`src/rtl/maint_scheduler_pkg.sv`:
```
// Shared encodings for the maintenance scheduler: handler selection codes,
// FSM states, and the mapping from a selection code to its ack/pending bit.
package maint_scheduler_pkg;

  typedef enum logic [1:0] {
    MSEL_NONE = 2'd0,
    MSEL_AREF = 2'd1,
    MSEL_ZQ   = 2'd2,
    MSEL_PRD  = 2'd3
  } msel_e;

  typedef enum logic [1:0] {
    IDLE  = 2'd0,
    DRAIN = 2'd1,
    OFFER = 2'd2,
    RUN   = 2'd3
  } state_e;

  // Request vectors are ordered {prd, zq, aref}.
  localparam int NUM_REQ = 3;

  function automatic logic [NUM_REQ-1:0] msel_onehot(input msel_e sel);
    logic [NUM_REQ-1:0] oh;
    oh = '0;
    case (sel)
      MSEL_AREF: oh = 3'b001;
      MSEL_ZQ:   oh = 3'b010;
      MSEL_PRD:  oh = 3'b100;
      default:   oh = 3'b000;
    endcase
    return oh;
  endfunction

endpackage

```
`src/rtl/maint_prio_pick.sv`:
```
// Combinational winner selection: starved pending requests first, then the
// fixed order aref > zq > prd within whichever group is chosen.
module maint_prio_pick
  import maint_scheduler_pkg::*;
(
  input  logic [NUM_REQ-1:0] pend_i,
  input  logic [NUM_REQ-1:0] starved_i,
  output msel_e              win_o
);

  logic [NUM_REQ-1:0] starved_pend;
  logic [NUM_REQ-1:0] cand;

  always_comb begin
    starved_pend = pend_i & starved_i;
    cand         = (|starved_pend) ? starved_pend : pend_i;
    win_o        = MSEL_NONE;
    if (cand[0]) begin
      win_o = MSEL_AREF;
    end else if (cand[1]) begin
      win_o = MSEL_ZQ;
    end else if (cand[2]) begin
      win_o = MSEL_PRD;
    end
  end

endmodule

```
`src/rtl/maint_scheduler.sv`:
```
// Arbitrates refresh / ZQ / periodic-read maintenance against application
// traffic: blocks the app, waits for the dispatcher to drain, offers one winner.
module maint_scheduler
  import maint_scheduler_pkg::*;
#(
  parameter int STARVE_LIMIT = 8,
  parameter int DONE_TIMEOUT = 4095
) (
  input  logic       clk,
  input  logic       rst_n,
  input  logic       aref_req,
  input  logic       zq_req,
  input  logic       prd_req,
  output logic       aref_ack,
  output logic       zq_ack,
  output logic       prd_ack,
  input  logic       dispatcher_busy,
  output logic       app_block,
  output logic       maint_valid,
  output logic [1:0] maint_sel,
  input  logic       maint_ready,
  input  logic       seq_done,
  output logic       timeout_err
);

  localparam logic [3:0]  STARVE_MAX = 4'(STARVE_LIMIT);
  localparam logic [11:0] RUN_MAX    = 12'(DONE_TIMEOUT);

  state_e             state_q, state_d;
  logic [NUM_REQ-1:0] pend_q, pend_d;
  logic [3:0]         starve_q [NUM_REQ];
  logic [3:0]         starve_d [NUM_REQ];
  logic [11:0]        run_cnt_q, run_cnt_d;
  msel_e              sel_q, sel_d;
  logic               timeout_q, timeout_d;

  logic [NUM_REQ-1:0] req_vec;
  logic [NUM_REQ-1:0] starved;
  logic [NUM_REQ-1:0] ack_vec;
  logic [NUM_REQ-1:0] win_oh;
  logic [11:0]        run_cnt_inc;
  msel_e              win;
  logic               accept;

  assign req_vec     = {prd_req, zq_req, aref_req};
  assign run_cnt_inc = run_cnt_q + 12'd1;

  always_comb begin
    for (int i = 0; i < NUM_REQ; i++) begin
      starved[i] = (starve_q[i] == STARVE_MAX);
    end
  end

  maint_prio_pick u_pick (
    .pend_i    (pend_q),
    .starved_i (starved),
    .win_o     (win)
  );

  assign win_oh = msel_onehot(win);

  // Acks are decoded from registered state, so they fire in the accept cycle.
  assign accept  = (state_q == OFFER) && maint_ready;
  assign ack_vec = accept ? msel_onehot(sel_q) : '0;

  assign aref_ack    = ack_vec[0];
  assign zq_ack      = ack_vec[1];
  assign prd_ack     = ack_vec[2];
  assign maint_valid = (state_q == OFFER);
  assign maint_sel   = sel_q;
  assign app_block   = !((state_q == IDLE) && (pend_q == '0));
  assign timeout_err = timeout_q;

  always_comb begin
    state_d   = state_q;
    pend_d    = (pend_q & ~ack_vec) | req_vec;
    starve_d  = starve_q;
    run_cnt_d = run_cnt_q;
    sel_d     = sel_q;
    timeout_d = timeout_q;

    case (state_q)
      IDLE: begin
        if (|pend_q) state_d = DRAIN;
      end
      DRAIN: begin
        if (!dispatcher_busy) begin
          if (win != MSEL_NONE) begin
            sel_d   = win;
            state_d = OFFER;
            for (int i = 0; i < NUM_REQ; i++) begin
              if (win_oh[i]) begin
                starve_d[i] = 4'd0;
              end else if (pend_q[i] && (starve_q[i] != STARVE_MAX)) begin
                starve_d[i] = starve_q[i] + 4'd1;
              end
            end
          end else begin
            state_d = IDLE;
          end
        end
      end
      OFFER: begin
        if (maint_ready) begin
          state_d   = RUN;
          sel_d     = MSEL_NONE;
          run_cnt_d = 12'd0;
        end
      end
      RUN: begin
        // seq_done wins over a timeout landing in the same cycle.
        if (seq_done) begin
          state_d = (|pend_q) ? DRAIN : IDLE;
        end else if (run_cnt_inc == RUN_MAX) begin
          timeout_d = 1'b1;
          state_d   = IDLE;
        end else begin
          run_cnt_d = run_cnt_inc;
        end
      end
      default: state_d = IDLE;
    endcase
  end

  always_ff @(posedge clk or negedge rst_n) begin
    if (!rst_n) begin
      state_q   <= IDLE;
      pend_q    <= '0;
      starve_q  <= '{default: 4'd0};
      run_cnt_q <= 12'd0;
      sel_q     <= MSEL_NONE;
      timeout_q <= 1'b0;
    end else begin
      state_q   <= state_d;
      pend_q    <= pend_d;
      starve_q  <= starve_d;
      run_cnt_q <= run_cnt_d;
      sel_q     <= sel_d;
      timeout_q <= timeout_d;
    end
  end

endmodule

```
`config.mk`:
```
export PLATFORM = sky130hd
export DESIGN_NAME = maint_scheduler
export DESIGN_NICKNAME = d
export VERILOG_FILES = /design/src/rtl/maint_scheduler_pkg.sv /design/src/rtl/maint_prio_pick.sv /design/src/rtl/maint_scheduler.sv
export SDC_FILE = /design/constraint.sdc
export NUM_CORES = 1
export LEC_CHECK = 0
export BUFFER_PORTS_ARGS = -buffer_cell sky130_fd_sc_hd__buf_2
export CAP_MARGIN = 20
export CORE_MARGIN = 2
export CORE_UTILIZATION = 54
export CTS_CLUSTER_SIZE = 40
export DETAILED_ROUTE_END_ITERATION = 16
export PLACE_DENSITY = 0.8
export SETUP_SLACK_MARGIN = 0.05
export SLEW_MARGIN = 20
export SYNTH_ARGS = -nofsm -noshare
export SYNTH_HDL_FRONTEND = slang
export SYNTH_SLANG_ARGS = --single-unit
```
`constraint.sdc`:
```
create_clock -name clk -period 1.9 [get_ports clk]
set_input_delay 0.095 -clock clk [delete_from_list [all_inputs] [get_ports clk]]
set_output_delay 0.095 -clock clk [all_outputs]
set_load 0.05 [all_outputs]
```
==> flow_metrics.tcl <==
set metrics [dict create \
    status "finished, violations left" \
    violations "setup timing" \
    synthArstFlopShare_pct 100 \
    worstReg2RegStart "run_cnt_q[0]" \
    max_cap_viol_count 0 \
    drive_gt1_share_pct 32.7 \
    wl_per_cell_um 16.2 \
    crit_slowest_cell "dfrtp_2" \
    die_y_um 65.3 \
    syn_to_final_growth_pct 33.9 \
    yosys_warnings 0 \
    r2r_cells 8 \
    yosysUniqueCellTypes 47 \
    final_common_cell "buf_4" \
    clockBufferDepth 2 \
    cts_tree "done" \
    firstDrtPassIters 4 \
    synthFlopType "dfrtp_1" \
    hold_viol 0 \
    drv_slew 0 \
    fmax_ghz 0.444 \
    r2r-end "run_cnt_q[6]" \
    min_path_type "in -> reg" \
    start_kind "flop" \
    fin_nets 309 \
    power_density_mw_per_mm2 1140 \
    critPathMaxFanout 6 \
    vias 1958 \
    std_cell_rows 22 \
    finalWorstSetupSlack_ps -354 \
    fillers 259 \
    initial_core_util_pct 55.9 \
    endpoint_kind "flop" \
    rrSetupSlack_ps -350 \
    fin_util_pct 74.8 \
    drc 0 \
    die_w_um 65.3 \
    hpwl_um 3410 \
    min_period_ps 2250 \
    p_leak_nw 1.30 \
    final_cell_mix "buf_4 (38), nand2_1 (35), dfrtp_1 (30)" \
    critPathLaunch "run_cnt_q[0]" \
    finalSetupViolCount 14 \
    synth-edff-count 0 \
    cp-endpoint "run_cnt_q[6]" \
    ys_seq_area_share_pct 39.4 \
    required_ps 2070 \
    track_usage_pct 26.9 \
    arrival_ps 2430 \
    vdd_drop_max_mv 0.982 \
    insertion_delay_ps 290 \
    cts.sinks 32 \
    syn_nets 252 \
    fin_crit_sh_pct 119 \
    antenna_cells 0 \
    grt_pass1_wl_um 8670 \
    cpPeakStageDelay_ps 440 \
    path_class "reg -> reg" \
    grt_antenna_before_repair 0 \
    synth_seq_cells 32 \
    root_buffer "clkbuf_8" \
    syn_avg_cell_area_um2 8.60 \
    final_area_mm2 0.00272 \
    cts_made_buffers 5 \
    synth_area_mm2 0.00203 \
    gp_congestion 0.903 \
    fin_tns_setup_ps -2960 \
    drt-initial-drc-count 141 \
    path_cells "ha_4, buf_6, nor3b_4, nand4_1, o21a_1, or3_1, and3b_1, a221o_1" \
    htree_levels 2 \
    grt.overflow.total 0 \
    tightest_slew_ps 724 \
    ios 16 \
    io_buffers 15 \
    ant_nets 0 \
    core_area_mm2 0.00363 \
    synth_cells 236 \
    rsz0062_at_grt "true" \
    grt_pass1_vias 1902 \
    placedInstanceArea_mm2 0.00239 \
    clk_pin_slew_worst_paths_ps 70 \
    wl_um 5550 \
    fin_skew_ps 6.10 \
    die_area_mm2 0.00427 \
    post_drt_via_cell_ratio 5.73 \
    slew_headroom_pct 51.8 \
    grt_max_degree 33 \
]
[repair_timing]
action / CTS / global route
gates resized for setup: 16 / 25
pin swaps: 10 / 3
gates cloned: 1 / 0
hold buffers: 3 / 1
endpoints found under the setup margin: 19 / 23
buffers inserted: 1 / 4
endpoints found under the hold margin: 34 / 1
[sequential cells by signal, indices dropped and copies added (netlist names), named ones only]
name	count
run_cnt_q	12
starve_q	12
pend_q	3
maint_sel	2
state_q	1
timeout_err	1
[cell usage after synthesis (all sizes together) (2+ instances only)]
cell type	count	share of area, %
nor3b	4	1.5
and3	9	3.1
o211ai	2	0.74
and4b	2	0.99
nand2	35	6.5
nand4b	2	0.86
mux2i	4	2.0
a21oi	5	1.2
o21ai	22	5.4
nand2b	2	0.62
dfrtp	32	39
inv	13	2.4
o22ai	3	0.92
mux2	2	1.1
o31ai	3	1.1
nor2	21	3.9
clkbuf	4	0.74
nand4	4	1.2
nor3	9	2.8
xor2	2	0.86
a211o	5	2.2
or3	3	0.92
o21bai	3	1.1
and2	5	1.6
a21o	2	0.74
nand3	13	3.7
buf	6	2.8
ha	8	4.9
nand3b	2	0.74
[metrics by stage]
step | instances | total power, mW | setup WS [ps] | hold slack, ps
6_report | 342 | 3.11 | -354 | 113
5_1_grt | 342 | 3.31 | -370 | 145
4_1_cts | 337 | 2.93 | -200 | 1.18
3_5_place_dp | 324 | 2.29 | -250 | 187
3_3_place_gp | 324 | 2.25 | -177 | 189
2_1_floorplan | 236 | 1.92 | -179 | -201
[worst max-delay path, delay by kind of cell, from the launching register on]
| family | cells | cell delay [ps] |
|---|---|---|
| AOI/OAI and AO/OA | 2 | 460 |
| DFF | 1 | 440 |
| buffers and inverters | 1 | 120 |
| and+or+nand+nor | 4 | 920 |
| adders and majority gates | 1 | 190 |
[area by class of cell]
cell class | count | area [um2] | area share, %
Tap cell | 48 | 60.1 | 2.21
Timing Repair Buffer | 60 | 458 | 16.8
Multi-Input combinational cell | 181 | 1260 | 46.3
Clock buffer | 8 | 90.1 | 3.31
Sequential cell | 32 | 803 | 29.5
Inverter | 13 | 48.8 | 1.79
[logic make-up (layout without fill, tap and decap cells)]
group                      after synthesis  count (layout)  share of synthesized area, %
and+or+nand+nor                        113             113                          29.1
AOI/OAI and AO/OA                       51              51                          16.3
DFF                                     32              32                          39.4
buffers and inverters                   23              81                          5.91
adders and majority gates                8               8                          4.93
muxes                                    6               6                          3.08
xor gates and xnor gates                 3               3                          1.29
[worst min-delay path by stage]
stage	startpoint	to	slack [ps]	depth (start not counted)
floorplan	rst_n	async pin	-200	0
global placement	rst_n	starve_q[0]	190	1
detailed placement	rst_n	starve_q[0]	190	1
CTS	zq_req	pend_q[1]	1	2
global route	seq_done	flop	150	3
finish	seq_done	flop	110	3
[layer usage]
layer | global-route usage, % | part of all wire (%)
met5 | 0 | 0
met2 | 47.7 | 54
met3 | 6.51 | 3.5
met1 | 30.3 | 40
met4 | 12.5 | 2.5
[power by group]
part / leakage, nW / switching (mW) / internal (mW)
Combinational: 0.845 / 0.823 / 0.675
Clock: 0.0455 / 0.256 / 0.295
Sequential: 0.405 / 0.204 / 0.855
(Power assumes the default switching activity.)
